**config.mk**
```make
export PLATFORM = sky130hd
export DESIGN_NAME = adder_subtractor
export DESIGN_NICKNAME = d
export VERILOG_FILES = /design/src/rtl/adder_subtractor.sv
export SDC_FILE = /design/constraint.sdc
export NUM_CORES = 1
export LEC_CHECK = 0
export ABC_AREA = 1
export CAP_MARGIN = 10
export CORE_MARGIN = 2
export CORE_UTILIZATION = 34
export DETAILED_ROUTE_END_ITERATION = 10
export PLACE_DENSITY = 0.8
export SYNTH_ARGS = -nofsm -noshare
export SYNTH_HDL_FRONTEND = slang
export SYNTH_SLANG_ARGS = --single-unit
```
**constraint.sdc**
```tcl
create_clock -name clk -period 4.5 [get_ports clk]
set_clock_uncertainty 0.1 [all_clocks]
set_input_delay 0.9 -clock clk [delete_from_list [all_inputs] [get_ports clk]]
set_output_delay 0.9 -clock clk [all_outputs]
set_load 0.02 [all_outputs]
```
**src/rtl/adder_subtractor.sv**
```systemverilog
// adder_subtractor
//
// Purpose:
//   Parameterised two's-complement adder/subtractor built as a ripple chain
//   of WIDTH full-adder stages. S selects A+B (S=0) or A-B (S=1). Subtraction
//   is done as A + ~B + 1 by inverting B and feeding S in as the carry-in.
//   The result and flags are available combinationally, and a registered
//   copy is captured on every rising clock edge for pipelined users.
//
// Ports:
//   clk       in   1      rising-edge clock for the registered outputs
//   rst       in   1      asynchronous active-high reset (registered outputs only)
//   A         in   WIDTH  first operand (minuend when subtracting)
//   B         in   WIDTH  second operand (subtrahend when subtracting)
//   S         in   1      mode: 0 = add, 1 = subtract
//   ANSWER    out  WIDTH  combinational result, wraps modulo 2^WIDTH
//   COUT      out  1      carry out of the MSB stage (subtract: 1 = no borrow)
//   OVF       out  1      signed overflow, carry into MSB XOR carry out of MSB
//   ANSWER_R  out  WIDTH  registered ANSWER
//   COUT_R    out  1      registered COUT
//   OVF_R     out  1      registered OVF

module adder_subtractor #(
  parameter int WIDTH = 6
) (
  input  logic             clk,
  input  logic             rst,
  input  logic [WIDTH-1:0] A,
  input  logic [WIDTH-1:0] B,
  input  logic             S,
  output logic [WIDTH-1:0] ANSWER,
  output logic             COUT,
  output logic             OVF,
  output logic [WIDTH-1:0] ANSWER_R,
  output logic             COUT_R,
  output logic             OVF_R
);

  // Operand B after conditional inversion for subtraction.
  logic [WIDTH-1:0] bEff;
  // carryChain[i] is the carry into stage i; carryChain[WIDTH] is the carry out.
  logic [WIDTH:0]   carryChain;
  logic [WIDTH-1:0] sumBits;

  logic [WIDTH-1:0] answer_d, answer_q;
  logic             cout_d, cout_q;
  logic             ovf_d, ovf_q;

  // Inverting B and injecting S as the carry-in turns the adder into A + ~B + 1.
  assign bEff = B ^ {WIDTH{S}};

  // Ripple chain of full-adder stages, evaluated LSB first so each stage
  // sees the carry produced by the one below it.
  always_comb begin
    carryChain    = '0;
    sumBits       = '0;
    carryChain[0] = S;
    for (int i = 0; i < WIDTH; i++) begin
      sumBits[i]      = A[i] ^ bEff[i] ^ carryChain[i];
      carryChain[i+1] = (A[i] & bEff[i]) | (carryChain[i] & (A[i] ^ bEff[i]));
    end
  end

  // Signed overflow shows up as a disagreement between the carry into the
  // sign bit and the carry out of it.
  assign answer_d = sumBits;
  assign cout_d   = carryChain[WIDTH];
  assign ovf_d    = carryChain[WIDTH] ^ carryChain[WIDTH-1];

  assign ANSWER = answer_d;
  assign COUT   = cout_d;
  assign OVF    = ovf_d;

  // Registered copy of the result and flags. Reset clears them at once and
  // takes priority over a coincident clock edge.
  always_ff @(posedge clk or posedge rst) begin
    if (rst) begin
      answer_q <= '0;
      cout_q   <= 1'b0;
      ovf_q    <= 1'b0;
    end else begin
      answer_q <= answer_d;
      cout_q   <= cout_d;
      ovf_q    <= ovf_d;
    end
  end

  assign ANSWER_R = answer_q;
  assign COUT_R   = cout_q;
  assign OVF_R    = ovf_q;

endmodule

```
# Word level (Yosys, flattened, before mapping)
# Cells that the tools add are included.
# totals
regBits	8
input_bits	15
# op_classes
bitwise_logic	32
# ops
op	count
1-bit XOR	13
1-bit AND	12
1-bit bitwise OR	6
6-bit XOR	1

# Longest topological paths before layout
# Gate-level depths: netlist (run 1).
# logic_depth
word_depth	15
mapped_depth	11

# Worst setup path after synthesis (run 1)
# No wires, ideal clock.
# synth_path
kind	in2out
start	in S
end	out OVF
setup_slack_ps	222
n_path_buf	1
path_stages	10
t_required_ps	3500
t_arrival_ps	3278
cell_sequence	buf_6 xor2_1 fa_1 inv_1 fa_1 fa_1 fa_1 inv_1 fa_1 xnor2_1
# synth_between
elab_chain_cells	15
word_cells_on_any_way	26
cone_classes	bitwise (26)
# synth_rtl
item	line	rtl
start, declared	30	input logic S,
6-bit XOR	50	assign bEff = B ^ {WIDTH{S}};
1-bit XOR	60	carryChain[i+1] = (A[i] & bEff[i]) | (carryChain[i] & (A[i] ^ bEff[i]));
1-bit AND	60	
1-bit bitwise OR	60	
1-bit AND	60	
1-bit bitwise OR	60	
1-bit AND	60	
1-bit bitwise OR	60	
1-bit AND	60	
1-bit bitwise OR	60	
1-bit AND	60	
1-bit bitwise OR	60	
1-bit AND	60	
1-bit bitwise OR (*)	60	
named net COUT	32	output logic COUT,
1-bit XOR (*)	68	assign ovf_d = carryChain[WIDTH] ^ carryChain[WIDTH-1];
end, declared	33	output logic OVF,
# The timed path passes the listed nets; every way through them passes the cells marked *.

# Worst setup path after layout (run 1)
# layout_path
start	in S
end	out ANSWER[5]
# layout_between
elab_chain_cells	13
word_cells_on_any_way	23
cone_classes	bitwise (23)
# layout_rtl
item	line	rtl
6-bit XOR	50	
1-bit XOR	60	
1-bit AND	60	
1-bit bitwise OR	60	
1-bit AND	60	
1-bit bitwise OR	60	
1-bit AND	60	
1-bit bitwise OR	60	
1-bit AND	60	
1-bit bitwise OR	60	
1-bit AND	60	
1-bit bitwise OR	60	
1-bit XOR (*)	59	sumBits[i] = A[i] ^ bEff[i] ^ carryChain[i];
end, declared	31	output logic [WIDTH-1:0] ANSWER,
# Every way passes the cells marked *; elsewhere a longest branch is shown, timed or not.

==> results.toml, run 1 <==
[placed_design]
pre_cts_ws_ns = -0.6510
placed_area_sq_um = 857.1
gp_congestion = 0.6428
dp.final_hpwl_microns = 804
io_buffers = 30
dp.cells = 103

[floorplan]
num_io_pins = 31
dieArea_sq_um = 1709
die_h_microns = 41.35
initial_core_util_pct = 36.44
placeableCoreArea_sq_um = 1301
die_w_microns = 41.35
rows = 13

[yosys]
synth.top_cell.area_share_pct = 42.22
ys_warn_count = 0
ys_seq_area_share_pct = 42.22
synthesis.area_sq_um = 474.2
synth.distinct_cells = 9
syn-mean-instance-area_sq_um = 9.678
synth.area.top_cells = "dfrtp_1 42%, fa_1 21%, nand2_1 12%"
async_flop_share_pct = 100.0
ys_ff_latch = 8
synth_area_leader_cell = "dfrtp_1"
ys.flop_type = "dfrtp_1"
synth_commonest_cells = "15 x nand2_1, 12 x inv_1, 8 x dfrtp_1"
synth_edf_count = 0
syn_nets = 69
syn-instance-count = 49
synth_most_common_cell = "nand2_1"

[finish]
drive_gt1_share_pct = 30.11
regArea_sq_um = 200.2
multi_input_area_sq_um = 227.7
fin_nets = 115
finalNonFillerCells = 108
area_growth_syn_to_layout_pct = 88.39
num_antenna_cells = 0
fin_area_sq_um = 893.4
fill_cells = 114

[run]
maxCapViolCount = 0

[sta]
drv_slew = 0
rsz0062_at_grt = "false"
hold_violations = 0
fin_ws_ns = 0.09599
slew_headroom_pct = 81.33
finalCritPeriodShare_pct = 97.87
min_period_ns = 4.404
fmax_ghz = 0.2271
worst_slew_pin_slew_ns = 0.2798
setup_violations = 0

[critical_path]
slowest_stage = "fa_1"
critPathRequiredTime_ns = 3.50
max_stage_delay_ns = 0.43
worstPathCellList = "dlygate4sd2_1, xor2_1, fa_2, inv_2, fa_2, fa_2, fa_2, inv_2, fa_1, buf_6"
worst-setup-path-type = "in2out"
crit_path_max_fanout = 4
cp-start-kind = "input pin"
critPathArrivalTime_ns = 3.40
path_common_cell = "fa_2"
path_depth = 10
worst-path-buf-inv = 4
end_kind = "output port"
crit_family = "adder cells"

[clock_tree]
holdBufCountCts = 0
cts-root-buf = "clkbuf_4"
clk_pin_slew_ns = 0.05
cts_max_path_buffers = 2
cts_tree = "built"
htreeDepth = 1
clock_sinks = 8
cts_buffers = 3

[power_and_ir_drop]
switching_share_pct = 35.13
peakVddDrop_mv = 0.2011
p_clk_share_pct = 15.6
switchingPower_uw = 116.7
power_density_nw_per_um2 = 371.7
sequentialPowerShare_pct = 28.0
leakage_uw = 0.0004488
combPwrFrac_pct = 56.4
p_int_uw = 215.4
total_power_uw = 332.0

[global_routing]
grt_pass1_vias = 365
track_usage_pct = 14.38
gr-total-overflow = 0
grt_max_degree = 9
grt_pass1_wl_microns = 1469
grt_antenna_before_repair = 0

[routing]
first_pass_iters = 1
routed_wl_microns = 974
drtIter0Drc = 0
avgRoutedWirePerCell_microns = 9.019
antenna_left = 0
avgViaCountPerCell = 4.028
drc = 0
vias = 435

[worst_hold_path]
hold_class = "in2async"

[outcome]
status = "completed"
-- cells by family after synthesis --
logic type,after synthesis,synth area share [%]
AND/OR/NAND/NOR,15,11.87
buffers and inverters,14,12.66
flip-flops,8,42.22
XOR/XNOR,6,11.08
adder cells (fa/ha/maj),5,21.11
AO/OA/AOI/OAI,1,1.054
-- power groups by stage --
stage	Sequential, uW	Clock, uW	Combinational [uW]
floorplan	118	0	61.2
global placement	94.7	0	183
detailed placement	94.6	0	186
CTS	93.3	54.1	190
global route	94.6	60.6	202
finish	93.0	51.8	187
-- cells in the final DEF, fill, tap and decap left out --
cell type,n
buf_2,2
buf_4,12
buf_6,1
clkbuf_4,3
clkdlybuf4s50_1,22
dfrtp_1,8
dlygate4sd2_1,5
fa_1,1
fa_2,4
inv_1,8
inv_2,5
nand2_1,15
o21ai_2,1
xnor2_1,4
xor2_1,2
-- state kept, by name, indices dropped and copies added, names as in the netlist --
name and cells:
ANSWER_R 6, COUT_R 1, OVF_R 1
-- what timing repair did --
item	4_1_cts	5_1_grt
endpoints found under the hold margin	0	0
pin swaps	7	4
resized for setup	29	1
endpoints found under the setup margin	4	3
buffers inserted	1	1
gates cloned	0	0
-- layout make-up --
cell class | instances | area share [%]
multi-input cells | 27 | 25.49
repair buffers | 42 | 42.02
inverters | 13 | 5.462
flip-flops and latches | 8 | 22.41
clock buffers | 3 | 2.521
well taps | 15 | 2.101
-- per-layer routing --
metal	up-vias	GRT usage, %	part of all wire, %	routed length, microns
met5	-	0	0	0
met2	23	22.27	51	492
li1	223	-	-	-
met1	189	16.15	39	380
met3	0	7.447	10	102
met4	0	7.258	0	0
-- stage by stage --
stage / utilization (%) / hold WS [ns] / TNS, ns
after floorplan: - / 0.6157 / 0
after global placement: 65.87 / 1.057 / -1.928
after detailed placement: 65.87 / 1.058 / -2.124
after CTS: 68.56 / 0.7993 / 0
after global routing: 68.65 / 0.8229 / 0
final: 68.65 / 0.7905 / 0
-- worst paths after layout --
path	start	endpoint	slack, ns
setup / recovery	S	ANSWER[5]	0.1
hold / removal	rst	ANSWER_R[4]	0.79
max in group asynchronous	rst	ANSWER_R[1]	3.29
min in group clk	A[0]	ANSWER_R[0]	1.17
(Power assumes the default switching activity.)
==> run 2: changes to the inputs <==
--- a/config.mk
+++ b/config.mk
@@ -10,7 +10,10 @@
 export CORE_MARGIN = 2
 export CORE_UTILIZATION = 34
 export DETAILED_ROUTE_END_ITERATION = 10
+export MAX_ROUTING_LAYER = met4
 export PLACE_DENSITY = 0.8
+export RECOVER_POWER = 25
+export REMOVE_ABC_BUFFERS = 1
 export SYNTH_ARGS = -nofsm -noshare
 export SYNTH_HDL_FRONTEND = slang
 export SYNTH_SLANG_ARGS = --single-unit
==> results.toml, run 2 (synthesis results as in run 1) <==
[outcome]
status = "completed"

[clock_tree]
cts_max_path_buffers = 2
cts_tree = "built"
cts-root-buf = "clkbuf_4"
htreeDepth = 1
cts_buffers = 3
post-cts-setup-buffers = 0
holdBufCountCts = 0
clk_pin_slew_ns = 0.05
clock_sinks = 8

[global_routing]
gr-total-overflow = 0
grt_pass1_wl_microns = 1649
track_usage_pct = 16.98
grt_antenna_before_repair = 0
grt_pass1_vias = 436
grt_max_degree = 9

[floorplan]
num_io_pins = 31
die_h_microns = 41.35
rows = 13
placeableCoreArea_sq_um = 1301
die_w_microns = 41.35
initial_core_util_pct = 36.44
dieArea_sq_um = 1709

[finish]
num_antenna_cells = 0
finish.utilization_pct = 67.98
largest_register_ffs = 6
drive_gt1_share_pct = 30.00
fin_nets = 112
area_growth_syn_to_layout_pct = 86.54
layout_common_cells = "20 x clkdlybuf4s50_1, 14 x nand2_1, 10 x buf_4"
mostFrequentLayoutCell = "clkdlybuf4s50_1"

[worst_hold_path]
hold_class = "in2async"

[routing]
avgViaCountPerCell = 4.133
drtIter0Drc = 3
avgRoutedWirePerCell_microns = 10.09
routed_wl_microns = 1059
first_pass_iters = 2
antenna_left = 0
vias = 434
drc = 0

[power_and_ir_drop]
leakage_uw = 0.0004391
peakVddDrop_mv = 0.2643
power_density_nw_per_um2 = 369.6

[sta]
hold_violations = 0
drv_slew = 0
fin_ws_ns = 0.1140
slew_headroom_pct = 81.55
finalCritPeriodShare_pct = 97.47
rsz0062_at_grt = "false"
fmax_ghz = 0.2280
worst_slew_pin_slew_ns = 0.2765
min_period_ns = 4.386
setup_violations = 0

[critical_path]
slowest_stage = "fa_1"
critPathRequiredTime_ns = 3.50
path_common_cell = "fa_2"
end_kind = "output port"
crit_path_max_fanout = 3
critPathArrivalTime_ns = 3.39
max_stage_delay_ns = 0.43
cp-start-kind = "input pin"
worst-setup-path-type = "in2out"
worstPathCellList = "dlygate4sd2_1, inv_2, nand2_2, o21ai_2, fa_2, inv_1, fa_2, fa_2, fa_2, inv_2, fa_1, buf_6"

[placed_design]
dp.final_hpwl_microns = 888.1
io_buffers = 30
gp_congestion = 0.6065
pre_cts_ws_ns = -0.6963

[run]
maxCapViolCount = 0
run 2: cell types whose count changed in the layout (fill, tap and decap cells not counted), sizes merged:
cell,delta
dlygate4sd3,+1
buf,-3
clkdlybuf4s50,-2
clkdlybuf4s15,+1
run 2: final cells by class:
cell class	instances	area (sq um)
fill	113	416.7
timing repair buffer	39	356.6
multi-input combinational	27	237.7
sequential	8	200.2
inverter	13	48.80
clock buffer	3	22.52
tap	15	18.77
run 2: through the flow:
stage	power, uW	instance area (sq um)	TNS, ns	std cells	hold slack [ns]
after floorplan	177.3	462.9	0	48	0.6157
after global placement	274.3	849.6	-2.026	102	1.058
after detailed placement	276.9	849.6	-2.321	102	1.059
after CTS	330.9	882.1	0	105	0.7917
after global routing	348.3	884.6	0	105	0.9545
final	327.0	884.6	0	105	0.9257
run 2: worst max-delay path: cells and delay by family:
| family | cells | cell delay [ns] |
|---|---|---|
| AOI/OAI and AO/OA | 1 | 0.06 |
| adders and majority gates | 5 | 1.74 |
| buffers and inverters | 5 | 0.62 |
| and+or+nand+nor | 1 | 0.06 |
run 2: repair_timing:
item	CTS	global route
endpoints found under the setup margin	4	3
gates cloned	0	0
endpoints found under the hold margin	0	0
gates resized for setup	34	1
pin swaps	7	4
run 2: worst max-delay path by stage:
| stage | end | start | slack (ns) | depth (start not counted) |
|---|---|---|---|---|
| detailed placement | OVF | S | -0.70 | 11 |
| CTS | ANSWER[5] | B[0] | 0.002 | 12 |
| global route | ANSWER[5] | B[0] | 0.02 | 12 |
| floorplan | OVF | B[0] | 0.31 | 10 |
| global placement | ANSWER[5] | S | -0.61 | 10 |
| finish | ANSWER[5] | B[0] | 0.11 | 12 |
run 2: power breakdown:
group / leakage, uW / switching (uW) / internal [uW]
Sequential: 0.0000924 / 4.37 / 89.3
Combinational: 0.000333 / 90.9 / 91.1
Clock: 0.0000138 / 21.0 / 30.3
run 2: layer usage:
metal  up-vias  global-route usage (%)  wire [microns]
met4         0                   16.94              19
li1        219                       -               -
met1       188                   16.10             362
met3         2                   4.255              89
met5         -                       -               0
met2        25                   27.34             587
